File: config.mk
export PLATFORM = sky130hd
export DESIGN_NAME = wishbone_arbiter_flat
export DESIGN_NICKNAME = d
export VERILOG_FILES = /design/src/rtl/bus_pkg.sv /design/src/rtl/wishbone_if.sv /design/src/rtl/rr_select_2.sv /design/src/rtl/wishbone_arbiter.sv /design/src/flat_wrapper.sv
export SDC_FILE = /design/constraint.sdc
export NUM_CORES = 1
export LEC_CHECK = 0
export ABC_AREA = 1
export CAP_MARGIN = 0
export CORE_AREA = 10 10 109 111
export CTS_BUF_LIST = sky130_fd_sc_hd__clkbuf_4
export DETAILED_ROUTE_END_ITERATION = 6
export DIE_AREA = 0 0 119 121
export HOLD_SLACK_MARGIN = 0.02
export PLACE_DENSITY = 0.83
export SYNTH_ARGS = -nofsm -noshare
export SYNTH_HDL_FRONTEND = slang
export SYNTH_SLANG_ARGS = --single-unit
File: constraint.sdc
create_clock -name clk -period 3.1 [get_ports clk]
set_input_delay 0.465 -clock clk [delete_from_list [all_inputs] [get_ports clk]]
set_output_delay 0.465 -clock clk [all_outputs]
set_load 0.01 [all_outputs]
File: src/rtl/bus_pkg.sv
// Shared bus definitions: arbiter state encoding and default ack-timeout length.
package bus_pkg;

  typedef enum logic [1:0] {
    IDLE    = 2'd0,
    BUSY    = 2'd1,
    RELEASE = 2'd2
  } arb_state_t;

  localparam int TIMEOUT_CYCLES_DEFAULT = 64;

endpackage

File: src/rtl/wishbone_if.sv
// Minimal Wishbone bundle shared by requesters and the slave.
interface wishbone_if #(
  parameter int ADDR_W = 32,
  parameter int DATA_W = 32
);
  logic              cycle;
  logic              strobe;
  logic [ADDR_W-1:0] address;
  logic [DATA_W-1:0] data_in;
  logic              write_enable;
  logic [DATA_W-1:0] data_out;
  logic              ack;

  modport master (output cycle, strobe, address, data_in, write_enable,
                  input  data_out, ack);
  modport slave  (input  cycle, strobe, address, data_in, write_enable,
                  output data_out, ack);
endinterface

File: src/rtl/rr_select_2.sv
// Two-way round-robin pick: on a tie the requester not served last wins.
module rr_select_2 (
  input  logic [1:0] req,
  input  logic       last,
  output logic [1:0] winner
);
  // last = 1 means requester 1 was granted most recently.
  always_comb begin
    if (req == 2'b11) winner = last ? 2'b01 : 2'b10;
    else              winner = req;
  end
endmodule

File: src/rtl/wishbone_arbiter.sv
// Two-requester Wishbone arbiter for a single shared slave, with ack timeout
// and a one-cycle release gap after every transfer.
module wishbone_arbiter
  import bus_pkg::*;
#(
  parameter int TIMEOUT_CYCLES = TIMEOUT_CYCLES_DEFAULT,
  parameter int ADDR_W         = 32
) (
  input  logic       clk,
  input  logic       reset,
  wishbone_if.slave  m0,
  wishbone_if.slave  m1,
  wishbone_if.master s,
  output logic       timeout_error,
  output logic [1:0] grant
);
  localparam int              CNT_W    = $clog2(TIMEOUT_CYCLES + 1);
  localparam logic [CNT_W-1:0] CNT_LAST = CNT_W'(TIMEOUT_CYCLES - 1);

  arb_state_t        state, state_nxt;
  logic [1:0]        grant_nxt;
  logic              last_grant, last_grant_nxt;
  logic [CNT_W-1:0]  wait_cnt, wait_cnt_nxt;
  logic              timeout_nxt;
  logic [1:0]        req, winner;
  logic              owner_cyc, owner_ack;
  logic [ADDR_W-1:0] mux_addr;

  assign req = {m1.cycle & m1.strobe, m0.cycle & m0.strobe};

  rr_select_2 u_rr (
    .req    (req),
    .last   (last_grant),
    .winner (winner)
  );

  // Ack only counts while the owner still holds cycle, so a late slave ack
  // can never reach a requester that has already walked away.
  assign owner_cyc = (state == BUSY) &&
                     ((grant[0] && m0.cycle) || (grant[1] && m1.cycle));
  assign owner_ack = owner_cyc && s.ack;

  // NOTE: every output of a combinational block gets a default first, so no path leaves it unassigned and no latch is inferred.
  always_comb begin
    mux_addr       = '0;
    s.cycle        = 1'b0;
    s.strobe       = 1'b0;
    s.data_in      = '0;
    s.write_enable = 1'b0;
    m0.ack         = 1'b0;
    m1.ack         = 1'b0;
    m0.data_out    = s.data_out;
    m1.data_out    = s.data_out;
    if (state == BUSY) begin
      if (grant[0]) begin
        s.cycle        = m0.cycle;
        s.strobe       = m0.strobe;
        mux_addr       = m0.address;
        s.data_in      = m0.data_in;
        s.write_enable = m0.write_enable;
        m0.ack         = owner_ack;
      end else if (grant[1]) begin
        s.cycle        = m1.cycle;
        s.strobe       = m1.strobe;
        mux_addr       = m1.address;
        s.data_in      = m1.data_in;
        s.write_enable = m1.write_enable;
        m1.ack         = owner_ack;
      end
    end
    s.address = mux_addr;
  end

  always_comb begin
    state_nxt      = state;
    grant_nxt      = grant;
    last_grant_nxt = last_grant;
    wait_cnt_nxt   = wait_cnt;
    timeout_nxt    = 1'b0;
    unique case (state)
      IDLE: begin
        if (|req) begin
          state_nxt    = BUSY;
          grant_nxt    = winner;
          wait_cnt_nxt = '0;
        end
      end
      BUSY: begin
        if (!owner_cyc) begin
          state_nxt    = RELEASE;
          grant_nxt    = 2'b00;
          wait_cnt_nxt = '0;
        end else if (s.ack) begin
          state_nxt      = RELEASE;
          grant_nxt      = 2'b00;
          last_grant_nxt = grant[1];
          wait_cnt_nxt   = '0;
        end else if (wait_cnt == CNT_LAST) begin
          state_nxt    = RELEASE;
          grant_nxt    = 2'b00;
          wait_cnt_nxt = '0;
          timeout_nxt  = 1'b1;
        end else begin
          wait_cnt_nxt = wait_cnt + 1'b1;
        end
      end
      RELEASE: state_nxt = IDLE;
      default: begin
        state_nxt = IDLE;
        grant_nxt = 2'b00;
      end
    endcase
  end

  // NOTE: registers use non-blocking assignments so each one samples pre-edge values regardless of statement order.
  always_ff @(posedge clk or negedge reset) begin
    if (!reset) begin
      state         <= IDLE;
      grant         <= 2'b00;
      last_grant    <= 1'b1;
      wait_cnt      <= '0;
      timeout_error <= 1'b0;
    end else begin
      state         <= state_nxt;
      grant         <= grant_nxt;
      last_grant    <= last_grant_nxt;
      wait_cnt      <= wait_cnt_nxt;
      timeout_error <= timeout_nxt;
    end
  end

endmodule

File: src/flat_wrapper.sv
// flat-port wrapper written by rule: the top's interface ports become plain ports
module wishbone_arbiter_flat import bus_pkg::*;
#(
  parameter int TIMEOUT_CYCLES = TIMEOUT_CYCLES_DEFAULT,
  parameter int ADDR_W         = 32
)
  (clk, reset, timeout_error, grant, m0_cycle, m0_strobe, m0_address, m0_data_in, m0_write_enable, m0_data_out, m0_ack, m1_cycle, m1_strobe, m1_address, m1_data_in, m1_write_enable, m1_data_out, m1_ack, s_cycle, s_strobe, s_address, s_data_in, s_write_enable, s_data_out, s_ack);
  wishbone_if #(.ADDR_W(ADDR_W)) m0_i ();
  wishbone_if #(.ADDR_W(ADDR_W)) m1_i ();
  wishbone_if #(.ADDR_W(ADDR_W)) s_i ();
  input  logic clk;
  input  logic reset;
  output logic timeout_error;
  output logic [1:0] grant;
  input wire logic [$bits(m0_i.cycle)-1:0] m0_cycle;
  input wire logic [$bits(m0_i.strobe)-1:0] m0_strobe;
  input wire logic [$bits(m0_i.address)-1:0] m0_address;
  input wire logic [$bits(m0_i.data_in)-1:0] m0_data_in;
  input wire logic [$bits(m0_i.write_enable)-1:0] m0_write_enable;
  output wire logic [$bits(m0_i.data_out)-1:0] m0_data_out;
  output wire logic [$bits(m0_i.ack)-1:0] m0_ack;
  input wire logic [$bits(m1_i.cycle)-1:0] m1_cycle;
  input wire logic [$bits(m1_i.strobe)-1:0] m1_strobe;
  input wire logic [$bits(m1_i.address)-1:0] m1_address;
  input wire logic [$bits(m1_i.data_in)-1:0] m1_data_in;
  input wire logic [$bits(m1_i.write_enable)-1:0] m1_write_enable;
  output wire logic [$bits(m1_i.data_out)-1:0] m1_data_out;
  output wire logic [$bits(m1_i.ack)-1:0] m1_ack;
  output wire logic [$bits(s_i.cycle)-1:0] s_cycle;
  output wire logic [$bits(s_i.strobe)-1:0] s_strobe;
  output wire logic [$bits(s_i.address)-1:0] s_address;
  output wire logic [$bits(s_i.data_in)-1:0] s_data_in;
  output wire logic [$bits(s_i.write_enable)-1:0] s_write_enable;
  input wire logic [$bits(s_i.data_out)-1:0] s_data_out;
  input wire logic [$bits(s_i.ack)-1:0] s_ack;
  assign m0_i.cycle = m0_cycle;
  assign m0_i.strobe = m0_strobe;
  assign m0_i.address = m0_address;
  assign m0_i.data_in = m0_data_in;
  assign m0_i.write_enable = m0_write_enable;
  assign m0_data_out = m0_i.data_out;
  assign m0_ack = m0_i.ack;
  assign m1_i.cycle = m1_cycle;
  assign m1_i.strobe = m1_strobe;
  assign m1_i.address = m1_address;
  assign m1_i.data_in = m1_data_in;
  assign m1_i.write_enable = m1_write_enable;
  assign m1_data_out = m1_i.data_out;
  assign m1_ack = m1_i.ack;
  assign s_cycle = s_i.cycle;
  assign s_strobe = s_i.strobe;
  assign s_address = s_i.address;
  assign s_data_in = s_i.data_in;
  assign s_write_enable = s_i.write_enable;
  assign s_i.data_out = s_data_out;
  assign s_i.ack = s_ack;
  wishbone_arbiter #(.TIMEOUT_CYCLES(TIMEOUT_CYCLES), .ADDR_W(ADDR_W)) u_core (.clk(clk), .reset(reset), .m0(m0_i), .m1(m1_i), .s(s_i), .timeout_error(timeout_error), .grant(grant));
endmodule
==> results of run 1 <==
## worst paths after layout
path | to | cells after the start
worst max-delay path | s_data_in[25] | 5
worst min-delay path | u_core.wait_cnt[6]$_DFFE_PN0P_ | 1
worst max register to register | u_core.wait_cnt[4]$_DFFE_PN0P_ | 7
worst min register to register | u_core.wait_cnt[6]$_DFFE_PN0P_ | 1
max in group asynchronous | u_core.grant[0]$_DFFE_PN0P_ | 1
min in group asynchronous | u_core.timeout_error$_DFF_PN0_ | 1
## where the power goes
group,total [uW],leakage [uW],internal (uW),switching (uW)
sequential,230,0.000172,198,31.5
combinational,1110,0.00121,509,604
clock,120,0.0000184,59.0,61.2
total,1460,0.00140,766,696
## state kept, by name, summed over array words and instances (netlist names)
name / cells
u_core.state: 2
u_core.wait_cnt: 7
u_core.last_grant: 1
u_core.timeout_error: 1
u_core.grant: 2
## layout make-up
cell class / count / area (sq um)
Fill cell: 988 / 5770
Tap cell: 133 / 166
Timing Repair Buffer: 213 / 2130
Clock buffer: 4 / 30.0
Multi-Input combinational cell: 266 / 1170
Inverter: 12 / 45.0
Sequential cell: 13 / 328
## Yosys cell counts (2+ instances only)
library cell,count,share of area
inv_1,10,0.017
inv_2,2,0.0035
buf_2,6,0.014
buf_4,67,0.23
nand3_2,2,0.0093
buf_6,4,0.021
o21a_1,2,0.0070
a21oi_1,68,0.16
o21ai_0,3,0.0070
nor2_2,2,0.0058
dfrtp_1,12,0.14
nand2_1,164,0.29
xor2_1,2,0.0081
nor2_1,7,0.012
clkbuf_1,9,0.016
nor3_1,2,0.0046
nor2_4,2,0.010
nand3_1,6,0.014
## cells by family (layout without fill, tap and decap cells)
group,after synthesis,after routing,share of synthesized area
buffers and inverters,98,229,0.305
XOR/XNOR,2,2,0.00814
AND/OR/NAND/NOR,187,187,0.348
flip-flops,13,13,0.152
adder cells (fa/ha/maj),1,1,0.00581
AO/OA/AOI/OAI,76,76,0.181
## per-stage QoR
stage	utilization	instance area, sq um	setup WS [ns]	hold slack, ns
floorplan	-	2150	1.42	0.169
global placement	0.398	3840	0.602	0.475
detailed placement	0.398	3840	0.599	0.482
CTS	0.402	3870	0.279	0.495
global route	0.402	3870	0.153	0.524
finish	0.402	3870	0.293	0.495
## metal layers
metal | wire (um) | vias up
met5 | 0 | -
met4 | 230 | 0
met3 | 1350 | 22
met2 | 5470 | 234
met1 | 4040 | 1263
li1 | - | 1388
## critical path: cells and delay by family (launching register included)
kind	cells	cell delay, ns
buf+inv	3	1.36
flops	1	0.38
compound gates	1	0.19
simple gates	1	0.10
==> results_dict.tcl, run 1 <==
set metrics [dict create \
    area_growth_syn_to_layout_pct 79.8 \
    ys_seq_elements 13 \
    async_flop_share 1.00 \
    max-vdd-ir-drop_uv 245 \
    synth.cell_area_sq_um 2150 \
    yosys_warnings 0 \
    cts_hold_buf 0 \
    tns_ns 0 \
    ff2ff_setup_slack_ns 1.53 \
    cpMostUsedCell "buf_4" \
    drt_iter0_markers 83 \
    cap_violations 0 \
    r2r_start "u_core.grant[0]$_DFFE_PN0P_" \
    ant_nets 0 \
    htreeDepth 1 \
    first_pass_iters 4 \
    use_met3 0.0698 \
    timing.final.crit_share 0.905 \
    grt_antenna_before_repair 0 \
    startpoint_type "flop" \
    clock_latency_ns 0.29 \
    gr-usage-met2 0.245 \
    maxSlewHeadroom 0.621 \
    seq_area_frac_synth 0.152 \
    ys_types 25 \
    core_area_sq_um 9640 \
    cp.arrival_ns 2.34 \
    finalNetCount 679 \
    final_cell_mix "clkdlybuf4s50_1 (208), nand2_1 (164), a21oi_1 (68)" \
    slowest_delay_ns 0.58 \
    stdcell_count 641 \
    mostFrequentLayoutCell "clkdlybuf4s50_1" \
    start_util 0.223 \
    cts_resized 0 \
    wire_per_inst_um 17.3 \
    grt_busiest_layer "met2" \
    rows 36 \
    status "completed" \
    first_global_vias 3077 \
    grt_pass1_wl_mm 16.7 \
    synth-main-ff-cell "dfrtp_1" \
    slew_viol_final 0 \
    slowest_stage "clkdlybuf4s50_1" \
    cts-root-buf "clkbuf_4" \
    power.density_nw_per_um2 378 \
    finalPower_uw 1460 \
    drive_above_1_share 0.0394 \
    portBuffers 208 \
    groute.usage.overall 0.140 \
    setup_viol_count_final 0 \
    rsz0062_at_grt "no" \
    vias 2907 \
    gp_congestion 0.854 \
    cts_tree "yes" \
    period_needed_ns 2.81 \
    cts-buffers-inserted 3 \
    drc 0 \
    overflow 0 \
    syn_nets 547 \
    worstPathRequired_ns 2.63 \
    cp_max_fo 37 \
    clk_pin_slew_ns 0.08 \
    io_pins 305 \
    via_per_inst 4.54 \
    p_leak_uw 0.00140 \
    dp_hpwl_mm 9.52 \
    max_freq_mhz 356 \
    tightest_slew_ns 0.567 \
    die_h_um 121 \
    worstSetupEndpointType "primary output" \
    syn_avg_cell_area_sq_um 5.71 \
    grt_max_degree 40 \
    cp-startpoint "u_core.grant[0]$_DFFE_PN0P_" \
    crit_chain "buf_4, buf_4, nand2_1, a21oi_1, clkdlybuf4s50_1" \
    fin_skew_ns 0.00345 \
    clockBufferDepth 2 \
    hold_viol 0 \
    cts.sink_count 13 \
    use_met1 0.143 \
    syn_inst 377 \
    numPlacedInstances 637 \
    synth-edff-count 0 \
    hp-class "reg -> reg" \
    postCtsSetupBuffers 0 \
    routed_wl_mm 11.1 \
    path_class "reg -> out" \
    die_area_sq_um 14400 \
    insertedDiodeCount 0 \
    die_w_um 119 \
    hold_start "u_core.wait_cnt[6]$_DFFE_PN0P_" \
]
Power figures use the tool's default switching activity.
==> run 2, diff against run 1 <==
Settings changed: GPL_ROUTABILITY_DRIVEN set to 0.
==> results of run 2 <==
Same layout as run 1: the final DEF is identical, and so are final timing and power.
==> run 3, diff against run 2 <==
Settings changed: CORE_AREA 10 10 109 111 to 10 10 111 113, DIE_AREA 0 0 119 121 to 0 0 121 123, PLACE_DENSITY 0.83 to 0.82, SYNTH_HIERARCHICAL set to 1.
==> run 3 against run 2 <==
Against the previous run:
- combinational power fell by 46%
- synthesized cell count rose by 1.3%
- clock skew rose by 0.0012 ns
- critical path type unchanged
- critical endpoint is now s_data_in[6]
- largest cell class unchanged
==> results_dict.tcl, run 3 <==
set metrics [dict create \
    max-vdd-ir-drop_uv 232 \
    crit_chain "buf_4, nand2_1, a21oi_2, clkdlybuf4s50_1" \
    syn_nets 552 \
    postCtsSetupBuffers 0 \
    groute.usage.overall 0.133 \
    tns_ns 0 \
    grt_antenna_before_repair 1 \
    yosysTopAreaCellShare 0.265 \
    largest_register_ffs 7 \
    holdWs_ns 0.484 \
    final_cell_mix "clkdlybuf4s50_1 (208), nand2_1 (163), a21oi_1 (44)" \
    hold_viol 0 \
    clk_pin_slew_ns 0.07 \
    cap_violations 0 \
    via_per_inst 4.37 \
    final_core_util 0.394 \
    rows 37 \
    grt_max_degree 67 \
    drc 0 \
    worstSetupEndpointType "primary output" \
    slowest_stage "dfrtp_2" \
    netlist.top_cell.by_area "nand2_1" \
    cts_resized 0 \
    tightest_slew_ns 0.609 \
    timing.final.crit_share 0.920 \
    mostFrequentLayoutCell "clkdlybuf4s50_1" \
    slew_viol_final 0 \
    max_freq_mhz 351 \
    finalNetCount 683 \
    first_global_vias 2664 \
    die_w_um 121 \
    clock_latency_ns 0.27 \
    io_pins 305 \
    post-synth-top-count-cell "nand2_1" \
    synth-main-ff-cell "dfrtp_1" \
    start_util 0.228 \
    overflow 0 \
    slowest_delay_ns 0.76 \
    critical_path.top_delay_family "buffers and inverters" \
    dp_hpwl_mm 9.52 \
    drt_iter0_markers 163 \
    hp-class "reg -> reg" \
    cp.arrival_ns 2.39 \
    worstPathRequired_ns 2.63 \
    synth-edff-count 0 \
    core_area_sq_um 10100 \
    fin_skew_ns 0.00462 \
    startpoint_type "flop" \
    p_leak_uw 0.00138 \
    cp_num_buf_inv 2 \
    syn_inst 382 \
    seq_area_frac_synth 0.141 \
    path_class "reg -> out" \
    setup_viol_count_final 0 \
    cts-buffers-inserted 3 \
    first_pass_iters 4 \
    area_growth_syn_to_layout_pct 73.0 \
    top_regs "u_core/wait_cnt x7, u_core/grant x2, u_core/state x2" \
    clockBufferDepth 2 \
    period_needed_ns 2.85 \
    maxSlewHeadroom 0.594 \
    cp_max_fo 38 \
    cts_tree "yes" \
    wire_per_inst_um 17.4 \
    async_flop_share 1.00 \
    syn_avg_cell_area_sq_um 6.05 \
    synthTopCellsByCount "nand2_1 (163), buf_4 (66), a21oi_1 (44)" \
    drive_above_1_share 0.107 \
    portBuffers 208 \
    ys_types 26 \
    ys_seq_elements 13 \
    yosys-top-cells-area "nand2_1 (26%), buf_4 (21%), dfrtp_1 (13%)" \
    power.density_nw_per_um2 231 \
    htreeDepth 1 \
    cts.sink_count 13 \
    cts-root-buf "clkbuf_4" \
    rsz0062_at_grt "no" \
    status "completed" \
    grt_pass1_wl_mm 16.0 \
    pre_cts_ws_ns 0.530 \
    die_area_sq_um 14900 \
    routed_wl_mm 11.3 \
    vias 2837 \
    regMostFlops "u_core/wait_cnt" \
    die_h_um 123 \
    setup_ws_ns 0.248 \
    synth.cell_area_sq_um 2310 \
    ant_nets 0 \
    cts_hold_buf 0 \
    yosys_warnings 6 \
]
## run 3: worst paths after layout
path | slack [ns] | endpoint | cells past startpoint | from
min in group asynchronous | 0.56 | u_core/wait_cnt[3]$_DFFE_PN0P_ | 1 | reset
max in group asynchronous | 2.14 | u_core/grant[0]$_DFFE_PN0P_ | 1 | reset
setup reg to reg | 1.52 | u_core/wait_cnt[4]$_DFFE_PN0P_ | 6 | u_core/grant[0]$_DFFE_PN0P_
setup / recovery | 0.25 | s_data_in[6] | 4 | u_core/grant[0]$_DFFE_PN0P_
hold reg to reg | 0.48 | u_core/last_grant$_DFFE_PN1P_ | 2 | u_core/last_grant$_DFFE_PN1P_
hold / removal | 0.48 | u_core/last_grant$_DFFE_PN1P_ | 2 | u_core/last_grant$_DFFE_PN1P_
## run 3: cell type report
cell class / count / area (sq um)
Multi-Input combinational cell: 269 / 1290
Antenna cell: 1 / 2.50
Inverter: 14 / 52.6
Sequential cell: 13 / 328
Fill cell: 985 / 6140
Clock buffer: 4 / 30.0
Tap cell: 136 / 170
Timing Repair Buffer: 212 / 2120
## run 3: cell families (layout without fill, tap and decap cells)
group                    Yosys count  in the layout  share of synthesized area
other                              0              1                          0
adder cells (fa/ha/maj)            1              1                    0.00541
AO/OA/AOI/OAI                     71             71                      0.195
buffers and inverters            100            230                      0.300
XOR/XNOR                           2              2                    0.00758
AND/OR/NAND/NOR                  195            195                      0.350
flip-flops                        13             13                      0.141
## run 3: routing by layer
layer | vias to the layer above | share of wire | global-route usage
li1 | 1397 | - | -
met1 | 1236 | 0.34 | 0.134
met2 | 194 | 0.54 | 0.253
met3 | 10 | 0.12 | 0.0570
met4 | 0 | 0.0076 | 0.0219
met5 | - | 0 | 0
## run 3: worst reg2reg max path, stage by stage, from the launching register on
cell and delay, ns:
dfrtp_2 0.76, nand2_1 0.15, nand2_1 0.13, nand3_2 0.14, nor2_4 0.19, nand3b_1 0.09, nand2_1 0.06
## run 3: metrics by stage
| stage | instance area (sq um) | total power, uW | std cells |
|---|---|---|---|
| 4_1_cts | 4000 | 934 | 648 |
| 6_report | 4000 | 925 | 649 |
| 3_5_place_dp | 3970 | 821 | 644 |
| 3_3_place_gp | 3970 | 809 | 644 |
| 2_1_floorplan | 2310 | 604 | 382 |
| 5_1_grt | 4000 | 989 | 649 |
## run 3: report_power, final
group	internal (uW)	switching, uW	total [uW]
Sequential	183	30.2	213
Clock	58.5	49.7	108
Combinational	303	300	603
